==> src/rtl/fifo.sv <==
// Single-clock FIFO with combinational head presentation.
// The head word mem[front] is always on read_data; a write into an empty
// FIFO shows up on read_data on the very next cycle. Q_IN_BUFFERS entries
// can be held back so that full asserts early.
//
// Handshake: valid is high whenever rdEn or peek is asserted and the FIFO
// holds at least one entry, so read_data is a real head word for that cycle.
// A read is taken at the rising edge only when rdEn is high and the FIFO is
// not empty. A write is taken when wrtEn is high and either the FIFO is not
// full or a read is taken on the same edge. A write that is not taken is
// dropped. peek never changes state.
module fifo #(
  parameter int DATA_WIDTH   = 32,
  parameter int Q_DEPTH_BITS = 3,
  parameter int Q_IN_BUFFERS = 0
) (
  input  logic                  clk,
  input  logic                  reset,
  input  logic [DATA_WIDTH-1:0] write_data,
  input  logic                  wrtEn,
  input  logic                  rdEn,
  input  logic                  peek,
  output logic [DATA_WIDTH-1:0] read_data,
  output logic                  valid,
  output logic                  full,
  output logic                  empty
);

  localparam int DEPTH      = 1 << Q_DEPTH_BITS;
  localparam int FULL_INT   = DEPTH - Q_IN_BUFFERS;
  localparam logic [Q_DEPTH_BITS:0]   FULL_LEVEL = FULL_INT[Q_DEPTH_BITS:0];
  localparam logic [Q_DEPTH_BITS:0]   CNT_ONE    = 1;
  localparam logic [Q_DEPTH_BITS-1:0] PTR_ONE    = 1;

  logic [DATA_WIDTH-1:0]   mem [DEPTH];
  logic [Q_DEPTH_BITS-1:0] front;
  logic [Q_DEPTH_BITS-1:0] rear;
  logic [Q_DEPTH_BITS:0]   count;

  logic rd_take;
  logic wr_take;

  // Status flags, head presentation and accept decisions, all from current state.
  always_comb begin
    empty     = (count == '0);
    full      = (count >= FULL_LEVEL);
    read_data = mem[front];
    valid     = (rdEn | peek) & ~empty;
    rd_take   = rdEn & ~empty;
    wr_take   = wrtEn & (~full | rd_take);
  end

  // Pointer and occupancy update; cleared asynchronously, storage is not.
  always_ff @(posedge clk or negedge reset) begin
    if (!reset) begin
      front <= '0;
      rear  <= '0;
      count <= '0;
    end else begin
      if (rd_take) front <= front + PTR_ONE;
      if (wr_take) rear  <= rear + PTR_ONE;
      if (wr_take && !rd_take)      count <= count + CNT_ONE;
      else if (rd_take && !wr_take) count <= count - CNT_ONE;
    end
  end

  // Storage write; contents survive reset and are never cleared on read.
  always_ff @(posedge clk) begin
    if (wr_take) mem[rear] <= write_data;
  end

endmodule

==> config.mk <==
export PLATFORM = sky130hd
export DESIGN_NAME = fifo
export DESIGN_NICKNAME = d
export VERILOG_FILES = /design/src/rtl/fifo.sv
export SDC_FILE = /design/constraint.sdc
export NUM_CORES = 1
export LEC_CHECK = 0
export CORE_ASPECT_RATIO = 0.75
export CORE_MARGIN = 5
export CORE_UTILIZATION = 50
export CTS_BUF_LIST = sky130_fd_sc_hd__clkbuf_16
export DETAILED_ROUTE_END_ITERATION = 10
export GPL_TIMING_DRIVEN = 0
export PLACE_DENSITY = 0.69
export SLEW_MARGIN = 20
export SYNTH_ARGS = -nofsm -noshare
export SYNTH_HDL_FRONTEND = slang
export SYNTH_SLANG_ARGS = --single-unit
==> constraint.sdc <==
create_clock -name clk -period 4.65 [get_ports clk]
set_input_delay 0.465 -clock clk [delete_from_list [all_inputs] [get_ports clk]]
set_output_delay 0.465 -clock clk [all_outputs]
set_load 0.1 [all_outputs]
## Word level (Yosys, flattened, before mapping)

Memory sizes are Yosys's and may differ from the RTL's.
Cells that the tools add are included.

| word-level totals | value |
|---|---|
| memories | 1 |
| bits of input ports | 37 |
| bits in writable memories | 256 |
| register bits | 10 |
| output and inout bits | 35 |
| word-level logic and storage cells | 26 |

| cells by class | value |
|---|---|
| reductions and logical operators | 6 |
| bitwise logic cells | 7 |
| add/sub/neg operators | 4 |
| magnitude comparators | 1 |
| mux-type cells | 4 |

Memories:

| name | words | bits a word | read ports | clocked after Yosys merged registers in | wr ports | RTL line | source |
|---|---|---|---|---|---|---|---|
| mem | 8 | 32 | 1 | 0 | 1 | 35 | `logic [DATA_WIDTH-1:0] mem [DEPTH];` |

Operator list:

| kind | number |
|---|---|
| $mux W4 | 2 |
| $add A3 B1 Y3 const B | 2 |
| $add A4 B1 Y4 const B | 1 |
| $ge A4 B4 Y1 const B | 1 |
| $logic_not A4 Y1 | 1 |
| $sub A4 B1 Y4 const B | 1 |
| $and A1 B1 Y1 | 3 |
| $logic_and A1 B1 Y1 | 2 |
| $logic_not A1 Y1 | 2 |
| $mux W1 | 2 |
| $not A1 Y1 | 2 |
| $or A1 B1 Y1 | 2 |
| $reduce_bool A2 Y1 | 1 |

## Depth between registers and ports, before layout

| logic depth | value |
|---|---|
| depth after elaboration | 9 |
| depth in mapped cells | 9 |
| gate-level depth less buffers | 9 |

## Least setup slack after synthesis

OpenSTA, ideal clock, no wires.

| timing path | value |
|---|---|
| path type | flip-flop to output port |
| start | reg count[0] |
| end | out valid |
| setup slack | -909 ps |
| buffers on the path | 0 |
| stages on the path, launching flop included | 3 |
| data required time | 4185 ps |
| arrival time | 5094 ps |
| path through | dfrtp_1 nor4_1 nor2_1 |

| on the way | value |
|---|---|
| word-level cells in the longest chain between the ends | 3 |

RTL lines:

| element | RTL line | source |
|---|---|---|
| start: declaration | 38 | `logic [Q_DEPTH_BITS:0] count;` |
| start signal: assignment | 62 | `if (wr_take && !rd_take) count <= count + CNT_ONE;` |
| start signal: assignment | 63 | `else if (rd_take && !wr_take) count <= count - CNT_ONE;` |
| $logic_not A4 Y1 | 45 | `empty = (count == '0);` |
| named net empty | 26 | `output logic empty` |
| $not A1 Y1 | 48 | `valid = (rdEn \| peek) & ~empty;` |
| $and A1 B1 Y1 | 48 |  |
| end: declaration | 24 | `output logic valid,` |

The timed path passes the listed nets, and every way through them passes these cells.

## Worst setup path after layout

| timing path | value |
|---|---|
| start | reg front[1] |
| end | out read_data[23] |

| on the way | value |
|---|---|
| word-level cells in the longest chain between the ends | 1 |

RTL lines:

| element | RTL line | source |
|---|---|---|
| start: declaration | 36 | `logic [Q_DEPTH_BITS-1:0] front;` |
| start signal: assignment | 60 | `if (rd_take) front <= front + PTR_ONE;` |
| $mem_v2 Z8 W32 | - |  |
| end: declaration | 23 | `output logic [DATA_WIDTH-1:0] read_data,` |

Every way passes these cells.

==> results.ini <==
[detailed_routing]
wl_um = 20080
wl_per_cell_um = 23.93
top_layer_used = met5
postRouteAntennaNets = 0
initialDrtViolationCount = 339
vias_per_cell = 5.658
vias = 4747
dr_wl_met2_um = 9916
drc = 0
detail_route.first_pass.iterations = 4
wl_met1_um = 8599
wl_met3_um = 1249

[logic_synthesis]
ys_ff_latch = 266
syn_area_per_cell_um2 = 23.66
synthCells = 435
ys_types = 31
netlist_area_mm2 = 0.01029
seq_area_frac_synth_pct = 77.13
syn_nets = 478
ys_warn_count = 0

[worst_setup_path]
start_kind = flip-flop
cp-end-kind = primary output
worstPathMaxFanout = 10
cp.arrival_ns = 3.48
criticalPathCategory = reg2out
worstPathRequired_ns = 4.18

[layout]
syn_to_final_growth_pct = 21.48
nets = 604
post-route-util_pct = 61.68
antenna_cells = 0
drive_gt1_share_pct = 29.95

[global_route]
grt_pass1_wl_um = 31020
grt_pass1_vias = 5120
grt_antenna_before_repair = 2
grt_max_degree = 19
grt-ovfl-total = 0
grtUsageTotal_pct = 17.36

[sta]
tightest_slew_ns = 1.004
clock_skew_ns = 0.01658
fin_crit_sh_pct = 84.88
setup_tns_ns = 0
setup_violations = 0
max_slew_margin_pct = 32.89
drv_slew = 0
fin_hold_ws_ns = 0.2993
fmax_ghz = 0.2533
fin_ws_ns = 0.7029
min_period_ns = 3.947
rsz0062_at_grt = false
hold_viol_final = 0

[clocking]
htreeDepth = 1
clk_latency_ns = 0.52
cts_tree = yes
clock_sinks = 266
path_clk_slew_ns = 0.06
cts_resized = 0
cts-root-buf = clkbuf_16
post_cts_buffers = 0
cts_made_buffers = 26
clock_path_buffers = 3
cts_hold_buf = 0

[place]
port_buffers = 71
routabilityCongestion = 0.7361
dp_hpwl_um = 12950
dp_worst_setup_slack_ns = 1.259

[min_path]
hold_class = in2async

[job]
maxCapViolations = 0

[floorplanning]
core_area_mm2 = 0.02027
die_area_mm2 = 0.02358
chipHeight_um = 134.2
fp.dieW_um = 175.7
num_rows = 45
start_util_pct = 50.77
ios = 72

[run_status]
status = complete, no violations

state kept, by name, summed over array words and instances, names as in the netlist:
signal,cells
count,4
mem,256
front,3
rear,3
metal layers:
layer	global-route usage, %	vias up
met5	0	-
met1	24.93	2487
met4	3.420	4
li1	-	2103
met2	28.41	125
met3	3.409	28
worst max-delay path, stage by stage, from the launching register on:
cell and delay, ns:
dfrtp_1 0.38, buf_2 0.27, buf_1 0.61, mux4_2 0.41, mux2_2 0.31, clkdlybuf4s50_1 0.98
per-stage QoR:
step / cells / cell area, µm²
final: 839 / 12500
after CTS: 839 / 12500
after global placement: 764 / 11330
after detailed placement: 791 / 11650
after floorplan: 435 / 10300
after global routing: 839 / 12500
final cells by class:
class,count,area [µm²]
sequential,266,7938
clock inverter,21,173.9
multi-input combinational,145,2266
tap,258,322.8
buffer,20,127.6
fill,1369,7767
clock buffer,27,675.6
inverter,4,15.01
timing repair buffer,98,983.4
synthesized netlist by cell type:
library cell  count  area share, %
or4_1             1          0.073
mux4_1            9            2.3
o21ai_0           1          0.049
o41ai_2           1           0.16
clkbuf_1          7           0.26
dfrtp_1          10            2.4
buf_2             3           0.15
nand3_1           2          0.097
mux2i_1           1          0.097
fa_1              1           0.19
o211ai_1          4           0.29
mux2_2           35            3.8
o21ai_2           1          0.085
nand3b_1          1          0.073
nor3_1            5           0.24
buf_1             4           0.15
nor4_1            2           0.12
xor2_1            1          0.085
nand2b_1          2           0.12
nand2_1           3           0.11
ha_1              5           0.61
xnor2_1           5           0.43
nor2_1            6           0.22
edfxtp_1        256             75
inv_1             4           0.15
buf_8             1           0.15
a21oi_1           2          0.097
mux4_2           55             12
or3_1             1          0.061
buf_6             5           0.55
a2111o_1          1           0.11
layout by cell type, fill, tap and decap left out, types with 2 or more instances in the layout:
cell type / instances
edfxtp_1: 256
mux4_1: 9
buf_4: 13
buf_16: 3
clkinv_2: 4
mux2_2: 35
nand2_1: 3
nor2_4: 3
nor2_1: 3
dfrtp_1: 10
buf_6: 11
clkbuf_16: 27
inv_1: 9
a21oi_1: 2
clkinvlp_4: 3
clkdlybuf4s50_1: 71
ha_1: 5
nand3_1: 2
mux4_2: 55
buf_2: 8
bufinv_16: 3
o211ai_1: 4
buf_1: 4
xnor2_1: 5
nor4_2: 2
nor3_2: 4
clkinv_1: 6
clkbuf_1: 7
nand2b_1: 2
cell families (layout without fill, tap and decap cells):
logic type | count (synthesis) | count (layout) | share of synthesized area (%)
multiplexers | 100 | 100 | 18.26
XOR/XNOR | 6 | 6 | 0.5106
buffers and inverters | 24 | 170 | 1.386
flip-flops | 266 | 266 | 77.13
AO/OA/AOI/OAI | 10 | 10 | 0.7903
AND/OR/NAND/NOR | 23 | 23 | 1.119
adder cells (fa/ha/maj) | 6 | 6 | 0.8024
final timing paths:
kind	startpoint	endpoint	slack (ns)	cells past startpoint
min reg2reg	count[2]	count[2]	0.59	2
max	front[1]	read_data[23]	0.70	5
min	reset	front[1]	0.30	1
max in group asynchronous	reset	rear[2]	4.01	1
max reg2reg	count[0]	count[3]	1.89	7
min in group clk	count[2]	count[2]	0.59	2
Power is not shown: default switching activity piles up to over one toggle a cycle in this logic, so the estimate is an artifact.
